[src/rtl/uart_tx.sv]
// uart_tx: 8-N-1 UART transmitter with a valid/ready byte interface.
// Bit timing comes from a clock-enable counter on clk, so there is no derived clock.
// Optional feature: define UART_TX_PARITY_EN to insert a parity bit between the
// data bits and the stop bit(s). PARITY_ODD selects the parity sense.
module uart_tx #(
    parameter int CLK_FREQ   = 100000000,
    parameter int BAUD       = 9600,
    parameter int STOP_BITS  = 1,
    parameter int PARITY_ODD = 0
) (
    input  logic       clk,
    input  logic       rst,
    input  logic       tx_valid,
    input  logic [7:0] tx_data,
    output logic       tx_ready,
    output logic       tx,
    output logic       busy,
    output logic       done
);

    // Derived bit period; not a parameter so it cannot be overridden.
    localparam int CLKS_PER_BIT = CLK_FREQ / BAUD;
    localparam int CW           = (CLKS_PER_BIT > 1) ? $clog2(CLKS_PER_BIT) : 1;

    localparam logic [CW-1:0] CNT_LAST = CW'(CLKS_PER_BIT - 1);
    // done is registered, so it is armed one cycle before the last stop cycle.
    localparam logic [CW-1:0] CNT_PRE  = CW'(CLKS_PER_BIT - 2);

    // An illegal configuration falls back to a single stop bit.
    localparam bit CFG_OK = ((STOP_BITS == 1) || (STOP_BITS == 2)) &&
                            ((PARITY_ODD == 0) || (PARITY_ODD == 1));
    localparam logic [2:0] STOP_LAST = (CFG_OK && (STOP_BITS == 2)) ? 3'd1 : 3'd0;

`ifdef UART_TX_PARITY_EN
    localparam logic PAR_SENSE = (PARITY_ODD != 0);
`endif

    typedef enum logic [2:0] {
        IDLE   = 3'd0,
        START  = 3'd1,
        DATA   = 3'd2,
        STOP   = 3'd3
`ifdef UART_TX_PARITY_EN
        ,
        PARITY = 3'd4
`endif
    } state_e;

    state_e        state_q;
    logic [CW-1:0] cnt_q;
    logic [CW-1:0] cnt_d;
    logic          cnt_wrap;
    logic [2:0]    bit_q;
    logic [7:0]    shift_q;
    logic          tx_q;
    logic          busy_q;
    logic          done_q;
    logic          ready_q;
`ifdef UART_TX_PARITY_EN
    logic          par_q;
`endif

    // Baud counter: free-runs 0..CLKS_PER_BIT-1; a wrap marks the end of a bit slot.
    always_comb begin
        cnt_wrap = (cnt_q == CNT_LAST);
        cnt_d    = cnt_wrap ? '0 : cnt_q + CW'(1);
    end

    // Frame sequencer with registered line and status outputs.
    always_ff @(posedge clk or negedge rst) begin
        if (!rst) begin
            state_q <= IDLE;
            cnt_q   <= '0;
            bit_q   <= '0;
            shift_q <= 8'h00;
            tx_q    <= 1'b1;
            busy_q  <= 1'b0;
            done_q  <= 1'b0;
            ready_q <= 1'b0;
`ifdef UART_TX_PARITY_EN
            par_q   <= 1'b0;
`endif
        end else begin
            done_q <= 1'b0;
            cnt_q  <= cnt_d;
            case (state_q)
                IDLE: begin
                    cnt_q   <= '0;
                    tx_q    <= 1'b1;
                    busy_q  <= 1'b0;
                    ready_q <= 1'b1;
                    if (tx_valid && ready_q) begin
                        shift_q <= tx_data;
                        state_q <= START;
                        tx_q    <= 1'b0;
                        busy_q  <= 1'b1;
                        ready_q <= 1'b0;
`ifdef UART_TX_PARITY_EN
                        par_q   <= (^tx_data) ^ PAR_SENSE;
`endif
                    end
                end
                START: begin
                    if (cnt_wrap) begin
                        state_q <= DATA;
                        bit_q   <= '0;
                        tx_q    <= shift_q[0];
                    end
                end
                DATA: begin
                    if (cnt_wrap) begin
                        if (bit_q == 3'd7) begin
                            bit_q <= '0;
`ifdef UART_TX_PARITY_EN
                            state_q <= PARITY;
                            tx_q    <= par_q;
`else
                            state_q <= STOP;
                            tx_q    <= 1'b1;
`endif
                        end else begin
                            shift_q <= {1'b0, shift_q[7:1]};
                            bit_q   <= bit_q + 3'd1;
                            tx_q    <= shift_q[1];
                        end
                    end
                end
`ifdef UART_TX_PARITY_EN
                PARITY: begin
                    if (cnt_wrap) begin
                        state_q <= STOP;
                        bit_q   <= '0;
                        tx_q    <= 1'b1;
                    end
                end
`endif
                STOP: begin
                    if ((bit_q == STOP_LAST) && (cnt_q == CNT_PRE)) begin
                        done_q <= 1'b1;
                    end
                    if (cnt_wrap) begin
                        if (bit_q == STOP_LAST) begin
                            state_q <= IDLE;
                            busy_q  <= 1'b0;
                            ready_q <= 1'b1;
                        end else begin
                            bit_q <= bit_q + 3'd1;
                        end
                    end
                end
                default: begin
                    state_q <= IDLE;
                    tx_q    <= 1'b1;
                    busy_q  <= 1'b0;
                end
            endcase
        end
    end

    assign tx       = tx_q;
    assign busy     = busy_q;
    assign done     = done_q;
    assign tx_ready = ready_q;

endmodule

[config.mk]
export PLATFORM = sky130hd
export DESIGN_NAME = uart_tx
export DESIGN_NICKNAME = d
export VERILOG_FILES = /design/src/rtl/uart_tx.sv
export SDC_FILE = /design/constraint.sdc
export NUM_CORES = 1
export LEC_CHECK = 0
export BUFFER_PORTS_ARGS = -buffer_cell sky130_fd_sc_hd__buf_2
export CAP_MARGIN = 40
export CORE_MARGIN = 8
export CORE_UTILIZATION = 50
export CTS_BUF_LIST = sky130_fd_sc_hd__clkbuf_16
export CTS_CLUSTER_DIAMETER = 100
export DETAILED_ROUTE_END_ITERATION = 12
export GPL_ROUTABILITY_DRIVEN = 1
export PLACE_DENSITY = 0.68
export SLEW_MARGIN = 20
export SYNTH_ARGS = -nofsm -noshare
export SYNTH_HDL_FRONTEND = slang
export SYNTH_SLANG_ARGS = --single-unit
[constraint.sdc]
create_clock -name clk -period 2.5 [get_ports clk]
set_input_delay 0.5 -clock clk [delete_from_list [all_inputs] [get_ports clk]]
set_output_delay 0.5 -clock clk [all_outputs]
set_load 0.01 [all_outputs]
==> results of run 1 <==
-- where the power goes --
part / internal (uW) / total, uW / switching (uW)
sequential: 672 / 799 / 128
combinational: 403 / 919 / 516
clock: 356 / 547 / 191
-- stage by stage --
step           hold slack (ps)  power (uW)
2_1_floorplan            204.4        1487
3_3_place_gp             487.4        1669
3_5_place_dp             491.8        1724
4_1_cts                  289.6        2287
5_1_grt                  333.0        2476
6_report                 267.8        2266
-- sequential cells by signal, summed over array words and instances (netlist names) --
name      count
tx            1
cnt_q        14
state_q       2
shift_q       8
busy          1
tx_ready      1
bit_q         3
done          1
-- layout make-up --
type                       count  area share, %
sequential                    31          39.73
multi-input combinational    128          44.27
tap                           46          2.943
timing repair buffer          16          4.351
inverter                       9          1.727
clock inverter                 3         0.5758
clock buffer                   5          6.398
-- routing by layer --
metal	routed length (um)	track usage, %	share of wire (%)	vias to the layer above
met5	0	0	0	-
met4	88	8.261	2.6	0
met3	192	4.987	5.8	8
met2	1573	22.46	47	25
met1	1469	16.49	44	632
li1	-	-	-	651
-- cell families (layout without fill, tap and decap cells) --
kind of cell	after synthesis	in the layout
AOI/OAI and AO/OA	36	36
and+or+nand+nor	68	68
adders and majority gates	9	9
xor gates and xnor gates	11	11
buffers and inverters	16	33
muxes	4	4
DFF	31	31
-- worst register-to-register path, delay by kind of cell, from the launching register on --
kind                     cells  cell delay (ps)
AO/OA/AOI/OAI                2              300
adder cells (fa/ha/maj)      1              200
flip-flops                   1              400
multiplexers                 1              360
AND/OR/NAND/NOR              2              600
-- placed cells by master, fill, tap and decap left out, types with 3 or more instances in the layout --
cell type  Yosys  routed
a21oi_1        6       6
a222oi_1       6       6
and2_1         5       5
and3_1         5       5
buf_2          0      14
clkbuf_16      0       5
dfrtp_1       30      30
ha_1           9       9
inv_1          9      10
mux2i_1        3       3
nand2_1       13      13
nand3_1        8       8
nor2_1        17      17
nor2b_1        3       3
nor3_1         3       3
o21ai_0        7       7
o21ai_1        6       6
xnor2_1        6       6
xor2_1         5       5
-- how the worst max path moves through the flow --
stage | endpoint | slack, ps
after global routing | shift_q[5] | 380
after CTS | shift_q[5] | 560
after detailed placement | shift_q[5] | 560
after global placement | state_q[1] | 630
after floorplan | state_q[1] | 700
final | state_q[1] | 530
==> run metrics, run 1 <==
initial cell density of the core 51.70%; root buffer cell clkbuf_16; final instance area around 2000 um2; largest net degree at the start of global routing 32; CTS Buf Count 5; number of global-route vias before repair ~1,300; Critical Path Stages 6; fin crit period 1972 ps; Post-Route WL 3.324 mm; CP Launch Type flop; post-CTS setup buffer count 0; first-pass GRT wire length 6.003 mm; Clock transition at path regs 50 ps; Final Max Slew Viols 0; initial antenna violation count 0; R2R Path Start cnt_q[0]; # diodes 0; post-CTS sizing 0; Slew @ Worst Pin 679.6 ps; Slew HR 54.69%; final hold vios 0; detailed router's first-iteration violation count ~140; post-synthesis mux area share 2.412%; Placed Area around 1800 um2; P_leak 0.0009000 uW; Post-Synth XOR/XNOR Area 5.629%; H-tree Lvls 2; Async SR Flop Fraction 100.0%; number of synthesized flops with an enable pin 0; layout cell share with drive strength beyond 1 14.06%; Seq/Total Area, Yosys 45.39%; Core ar. 3311 um2; number of buffers added on ports 14; clock sink count 31; Hold Path Class in -> async; CP Cell Sequence ha_1 -> and3_1 -> and4_1 -> a21oi_1 -> a21oi_1 -> mux2_2; r2r endpoint state_q[1]; multi-input logic area 865.8 um2; hold buffer count at CTS 0; Cells after DPL 230; Ports 15; Slowest Stage Delay on Critical Path 400 ps; top post-synthesis cells by count 30 x dfrtp_1, 17 x nor2_1, 13 x nand2_1, 9 x ha_1, 9 x inv_1; area share of the largest cell type after synthesis 43.86%; Routed Antenna Nets 0; top cell family by delay on the critical path simple AND/OR/NAND/NOR gates; Layout Skew 5.088 ps; global route total overflow 0; Final Cycle Share 78.90%; critical path type reg -> reg; worst skew pair latency between 200 and 300 ps; syn_area_per_cell 9.781 um2; Initial DRT Pass Iterations 6; cell with the most instances after synthesis dfrtp_1; CP endpoint kind flop; FF/Latch Area around 800 um2; post-synth net total 195; WP data required between 2000 and 3000 ps; Synth Area in Compound Gates 14.11%; CTS tree yes; # fillers 316; DP HPWL 2.429 mm; Final GP Congestion 0.8576; peak fanout along the critical path 6; register bit count reported by yosys 31; Layout Area Growth over Synthesis 14.25%; CP startpoint cnt_q[0]; Mapped Cells 175; buffer depth of the longest clock path 2; DR WL/cell 13.97 um; simple-gate share of the synthesized area a little over a fifth; Final nets 211; Layout Utilization 59.07%; Synth cell types 45; largest family of logic cells by synthesized area simple AND/OR/NAND/NOR gates; Register-to-Register Path Depth 6; worst path arrival time 2130 ps; Synth Area in Adders 6.579%; die area approximately 5600 um2; Pwr Density approximately 1200 nW/um2; Max Cap Viol 0; RSZ-0062 raised after global routing no; Synth area leaders dfrtp_1 44%, ha_1 6.6%, nor2_1 3.7%; die width 74.51 um; final setup TNS 0 ps; Achievable Freq 507.0 MHz; Final setup violation count 0; Most common cell on crit path a21oi_1; Top FF cell, synth dfrtp_1; non-filler cells, final 238; vias per inst 5.529; outcome completed; Post-Place Setup Slack 557.4 ps; yosys warns 0; setup ws final 527.5 ps; DR vias about 1,300; CP max stage cell dfrtp_1; # rows 21; Mapped Area 1712 um2; Worst IR Drop VDD 0.5204 mV; gr usage total 14.31%; die height 74.51 um; drc violations 0; number of buffers and inverters on the critical path 0; Synth area leader dfrtp_1; Reg2Reg Setup Slack between 500 and 600 ps
Note: power is estimated with default switching activity, not from simulation.
==> run 2: changes to the inputs <==
--- a/config.mk
+++ b/config.mk
@@ -5,6 +5,7 @@
 export SDC_FILE = /design/constraint.sdc
 export NUM_CORES = 1
 export LEC_CHECK = 0
+export ABC_AREA = 1
 export BUFFER_PORTS_ARGS = -buffer_cell sky130_fd_sc_hd__buf_2
 export CAP_MARGIN = 40
 export CORE_MARGIN = 8
@@ -13,7 +14,7 @@
 export CTS_CLUSTER_DIAMETER = 100
 export DETAILED_ROUTE_END_ITERATION = 12
 export GPL_ROUTABILITY_DRIVEN = 1
-export PLACE_DENSITY = 0.68
+export PLACE_DENSITY = 0.7
 export SLEW_MARGIN = 20
 export SYNTH_ARGS = -nofsm -noshare
 export SYNTH_HDL_FRONTEND = slang
==> constraint.sdc (replaced) <==
create_clock -name clk -period 1.7 [get_ports clk]
set_input_delay 0.34 -clock clk [delete_from_list [all_inputs] [get_ports clk]]
set_output_delay 0.34 -clock clk [all_outputs]
set_load 0.01 [all_outputs]
==> run 2 against run 1 <==
Compared with the run above:
- sequential share of layout area down 3.4 points
- sequential power is 7.5% lower
- hold slack got worse by 270 ps
- largest power group is now clock
- power is 28% lower
- final area rose by 9.3%
- die area is 2.1% higher
- final cell count is 27% higher
==> run metrics, run 2 <==
hold buffer count at CTS 0 (unchanged); hold_ws 1.612 ps (-266.2 ps); Clk pwr share 52.1% (+28 points); Mapped Cells 224 (+28%); initial cell density of the core 52.23% (+0.53 points); largest net degree at the start of global routing 32 (unchanged); first-pass GRT wire length 6.120 mm (+1.9%); Top FF cell, synth dfrtp_1; number of synthesized flops with an enable pin 0 (unchanged); yosys warns 0 (unchanged); CP startpoint cnt_q[0]; Layout Area Growth over Synthesis 21.65%; initial antenna violation count 0 (unchanged); DR vias 1,473 (+12%); detailed router's first-iteration violation count 94 (-32%); H-tree Lvls 2 (unchanged); die area 5666 um2 (+2.1%); Final nets 276 (+31%); fin crit period 1608 ps (-364.4 ps); top post-synthesis cells by count 72 x nand2_1, 30 x dfrtp_1, 25 x inv_1, 19 x nor2_1; Ports 15 (unchanged); DR WL/cell 11.80 um (-15%); Pwr Density 759.9 nW/um2 (-34%); Register-to-Register Path Depth 8 (+2); Mapped Area 1757 um2 (+2.6%); number of flip-flops in the largest register 14 (unchanged); Psw 335.9 uW (-60%); area share of the largest cell type after synthesis 42.74% (-1.1 points); die width 75.28 um (+1.0%); Final setup violation count 0 (unchanged); Setup crit end state_q[1]; Final Power 1624 uW (-28%); Final Cycle Share 94.59% (+16 points); vias per inst 4.861 (-12%); biggest regs cnt_q (14), shift_q (8), bit_q (3); CTS tree yes; clock sink count 31 (unchanged); R2R Path Start cnt_q[0]; r2r endpoint state_q[1]; post-synth net total 244 (+25%); most common cell after layout, fill and taps aside nand2_1; switching part of the total 20.68% (-16 points); DP HPWL 2.498 mm (+2.9%); commonest cells after routing, fill and taps aside 72 x nand2_1, 30 x dfrtp_1, 26 x inv_1; critical path type reg -> reg; Seq/Total Area, Yosys 44.23% (-1.2 points); CP Launch Type flop; # rows 21 (unchanged); Post-Route WL 3.576 mm (+7.6%); WP data required 1920 ps (-730 ps); cell with the most instances after synthesis nand2_1; Routed Antenna Nets 0 (unchanged); Slew @ Worst Pin 330.7 ps (-348.9 ps); Achievable Freq 621.9 MHz (+23%); root buffer cell clkbuf_16; Combinational Power Share 2.4% (-38 points); Biggest register cnt_q; Initial DRT Pass Iterations 4 (-2); number of global-route vias before repair 1,442 (+7.0%); Worst IR Drop VDD 0.5400 mV (+3.8%); Final GP Congestion 0.8188 (-4.5%); syn_area_per_cell 7.842 um2 (-20%); layout cell share with drive strength beyond 1 19.07% (+5.0 points); drc violations 0 (unchanged); worst skew pair latency 280 ps (about the same); Clock transition at path regs 50 ps (about the same); Synth cell types 29 (-36%); worst path arrival time 1820 ps (-310 ps); CTS Buf Count 5 (unchanged); register bit count reported by yosys 31 (unchanged); Reg power frac 45.5% (+10 points); die height 75.28 um (+1.0%); outcome completed; peak fanout along the critical path 8 (+2); setup ws final 91.95 ps (-435.6 ps); Layout Skew 2.953 ps (-2.135 ps); Max Cap Viol 0 (unchanged); Reg2Reg Setup Slack 90 ps (-440 ps); Final Max Slew Viols 0 (unchanged); Synth area leader dfrtp_1; Post-Place Setup Slack 90.81 ps (-466.6 ps); CP endpoint kind flop; P_leak 0.001111 uW (+23%); # diodes 0 (unchanged); Synth area leaders dfrtp_1 43%, nand2_1 15%, ha_1 6.4%; Hold Path Class in -> async; buffer depth of the longest clock path 2 (unchanged); Int Pwr 1288 uW (-10%); Async SR Flop Fraction 100.0% (unchanged); global route total overflow 0 (unchanged); final hold vios 0 (unchanged); Slew HR 77.72% (+23 points); number of buffers added on ports 14 (unchanged); Core ar. 3363 um2 (+1.6%); gr usage total 14.21% (-0.095 points)
run 2: cell count changes in the layout (fill, tap and decap cells not counted), moves of 6 or more:
cell      previous run  this run
a222oi_1             6         0
buf_4                2        12
inv_1               10        26
nand2_1             13        72
nand3_1              8        14
o21ai_0              7        14
o21ai_1              6         0
run 2: cells by family after synthesis:
group,synth area share [%]
XOR/XNOR,1.995
AND/OR/NAND/NOR,30.13
flip-flops,44.23
buffers and inverters,6.481
AO/OA/AOI/OAI,10.76
adder cells (fa/ha/maj),6.410
run 2: metrics by stage:
| stage | instances | setup TNS (ps) | cell area, um2 | utilization (%) |
|---|---|---|---|---|
| after CTS | 299 | 0 | 2090 | 62.13 |
| after global routing | 303 | -20.09 | 2137 | 63.54 |
| after floorplan | 224 | 0 | 1757 | - |
| final | 303 | 0 | 2137 | 63.54 |
| after global placement | 291 | 0 | 1948 | 57.92 |
| after detailed placement | 291 | 0 | 1948 | 57.92 |
run 2: power groups by stage:
| stage | Clock [uW] | Combinational [uW] | Sequential [uW] |
|---|---|---|---|
| 6_report | 847 | 38.3 | 739 |
| 5_1_grt | 889 | 45.3 | 738 |
| 4_1_cts | 856 | 40.1 | 739 |
| 3_5_place_dp | 0 | 39.9 | 751 |
| 3_3_place_gp | 0 | 39.8 | 751 |
| 2_1_floorplan | 0 | 7.33 | 752 |
run 2: how the worst min path moves through the flow:
| stage | start | endpoint | slack, ps | depth (start not counted) |
|---|---|---|---|---|
| after global routing | rst | cnt_q[8] | 30 | 2 |
| after floorplan | rst | bit_q[0] | 40 | 0 |
| after detailed placement | rst | cnt_q[8] | 310 | 2 |
| after global placement | rst | cnt_q[9] | 300 | 2 |
| after CTS | rst | cnt_q[8] | 9 | 2 |
| final | rst | cnt_q[9] | 2 | 2 |
run 2: what timing repair did:
item,4_1_cts,5_1_grt
setup endpoints to repair,0,11
resized for setup,0,3
setup buffers,0,4
run 2: critical path, cell delays in order, from the launching register on:
cell and delay [ps]:
dfrtp_1 410, ha_4 170, nand3_2 100, nor2_4 140
nand2_4 100, a21oi_4 280, buf_4 160, nand4_1 80
nand2_1 100
run 2: area by class of cell:
type,count,area (um2)
fillers,315,1226
multi-input cells,165,883.3
flip-flops and latches,31,777.0
repair buffers,27,180.2
clock buffers,5,125.1
inverters,26,97.59
well taps,46,57.56
clock inverters,3,16.27
run 2: metal layers:
layer / GRT usage (%) / share of wire (%) / vias to the layer above
met5: 0 / 0 / -
met3: 3.728 / 4.7 / 5
met4: 8.316 / 1.9 / 0
li1: - / - / 778
met1: 17.45 / 49 / 669
met2: 21.88 / 44 / 21
==> run 3: changes to the inputs <==
--- a/config.mk
+++ b/config.mk
@@ -5,7 +5,7 @@
 export SDC_FILE = /design/constraint.sdc
 export NUM_CORES = 1
 export LEC_CHECK = 0
-export ABC_AREA = 1
+export ABC_AREA = 0
 export BUFFER_PORTS_ARGS = -buffer_cell sky130_fd_sc_hd__buf_2
 export CAP_MARGIN = 40
 export CORE_MARGIN = 8
==> run 3 against run 2 <==
Compared with the run above:
- the flow now finishes with violations (negative setup slack)
- clock-buffer cell count stayed put
- critical path depth is 2 lower
- first-iteration DRC count is 29% higher
- final cell count is 12% lower
- critical path type unchanged
- largest cell class unchanged
==> run metrics, run 3 (same netlist as run 1, synthesis figures left out) <==
global route total overflow 0 (unchanged); drc violations 0 (unchanged); Slew HR 53.89% (-24 points); non-filler cells, final 267 (-12%); largest net degree at the start of global routing 32 (unchanged); r2r endpoint state_q[1]; Initial DRT Pass Iterations 6 (+2); first-pass GRT wire length 6.506 mm (+6.3%); CTS Buf Count 5 (unchanged); layout cell share with drive strength beyond 1 36.65% (+18 points); # diodes 0 (unchanged); Slew @ Worst Pin 691.7 ps (+361.0 ps); number of buffers added on ports 14 (unchanged); Final Max Slew Viols 0 (unchanged); Register-to-Register Path Depth 6 (-2); Reg2Reg Setup Slack -60 ps (-150 ps); Final GP Congestion 0.8874 (+8.4%); DR WL/cell 15.07 um (+28%); number of flip-flops in the largest register 14 (unchanged); Worst IR Drop VDD 0.7256 mV (+34%); Max Cap Viol 0 (unchanged); critical path type reg -> reg; clock sink count 31 (unchanged); vias per inst 5.517 (+13%); Core ar. 3311 um2 (-1.6%); Final Cycle Share 103.2% (+8.7 points); DR vias 1,473 (unchanged); detailed router's first-iteration violation count 121 (+29%); commonest cells after routing, fill and taps aside 29 x dfrtp_1, 26 x buf_4, 16 x nor2_1; worst skew pair latency 270 ps (about the same); root buffer cell clkbuf_16; fin crit period 1755 ps (+147.1 ps); CP startpoint state_q[0]; Final Power 4065 uW (+150%); final hold vios 0 (unchanged); final instance area 2347 um2 (+9.8%); Layout Skew 5.830 ps (+2.877 ps); number of global-route vias before repair 1,461 (+1.3%); Cells after DPL 255 (-12%); DP HPWL 2.756 mm (+10%); CTS tree yes; buffer depth of the longest clock path 2 (unchanged); CP endpoint kind flop; die height 74.51 um (-1.0%); initial antenna violation count 0 (unchanged); failing checks negative setup slack; Hold Path Class in -> async; H-tree Lvls 2 (unchanged); initial cell density of the core 51.70% (-0.53 points); outcome finished, violations left; Clock transition at path regs 50 ps (about the same); hold_ws 111.3 ps (+109.7 ps); gr usage total 15.15% (+0.94 points); die area 5552 um2 (-2.0%); most common cell after layout, fill and taps aside dfrtp_1; P_leak 0.001088 uW (-2.1%); CP Launch Type flop; WP data required 1860 ps (-60 ps); die width 74.51 um (-1.0%); Final setup violation count 5 (+5); Ports 15 (unchanged); Final nets 240 (-13%); peak fanout along the critical path 3 (-5); Achievable Freq 569.8 MHz (-8.4%); Pwr Density 1732 nW/um2 (+130%); Setup crit end state_q[1]; Post-Route WL 4.025 mm (+13%); # rows 21 (unchanged); RSZ-0062 raised after global routing yes; hold buffer count at CTS 0 (unchanged); Layout Area Growth over Synthesis 37.13%; R2R Path Start state_q[0]; setup ws final -55.13 ps (-147.1 ps); Placed Area 2022 um2 (+3.8%); Routed Antenna Nets 0 (unchanged); worst path arrival time 1910 ps (+90 ps); Biggest register cnt_q; biggest regs cnt_q (14), shift_q (8), bit_q (3)
run 3: changes by cell type in the layout (fill, tap and decap cells not counted), sizes merged, moves of 6 or more:
cell / previous run / this run
buf: 27 / 45
nand3: 16 / 8
a222oi: 0 / 6
nand2: 76 / 13
inv: 27 / 12
and2: 0 / 6
run 3: metal layers:
| metal | GRT usage, % | share of wire, % | up-vias |
|---|---|---|---|
| met5 | 0 | 0 | - |
| met2 | 26.62 | 53 | 39 |
| met4 | 4.565 | 0.94 | 0 |
| met3 | 4.987 | 4.2 | 6 |
| met1 | 16.83 | 42 | 717 |
| li1 | - | - | 711 |
run 3: repair_timing:
action | 4_1_cts | 5_1_grt
pin swaps | 2 | 9
buffers inserted | 1 | 2
setup endpoints to repair | 8 | 16
resized for setup | 9 | 28
cloned | 0 | 1
run 3: how the worst min path moves through the flow:
stage	end	depth (start not counted)	startpoint	slack [ps]
after global placement	bit_q[0]	1	rst	410
after CTS	bit_q[0]	1	rst	130
after floorplan	bit_q[0]	0	rst	40
after global routing	shift_q[0]	1	rst	170
final	bit_q[0]	1	rst	110
after detailed placement	bit_q[0]	1	rst	420
run 3: final cells by class:
type | count | area, um2
multi-input combinational | 128 | 1017
fill | 248 | 963.4
sequential | 31 | 778.2
timing repair buffer | 45 | 324.1
clock buffer | 5 | 125.1
tap | 46 | 57.56
inverter | 9 | 33.78
clock inverter | 3 | 11.26
run 3: critical path, cell delays in order, from the launching register on:
cell and delay (ps):
dfrtp_1 390, buf_4 150, ha_1 230, nor3_1 330, a21oi_4 60, a21oi_2 160, mux2_4 310
run 3: metrics by stage:
step	worst slack [ps]	util (%)	TNS (ps)
finish	-55.13	70.90	-176.5
global route	-147.0	70.90	-1380
CTS	-13.40	66.52	-13.40
detailed placement	-93.53	61.07	-484.7
global placement	4.294	61.07	0
floorplan	-72.62	-	-497.3
run 3: power breakdown:
part | total [uW] | switching (uW) | internal, uW | leakage (uW)
Combinational | 2070 | 1060 | 1010 | 0.000616
Sequential | 1180 | 185 | 990 | 0.000395
Clock | 820 | 295 | 525 | 0.0000776
Total | 4070 | 1540 | 2520 | 0.00109
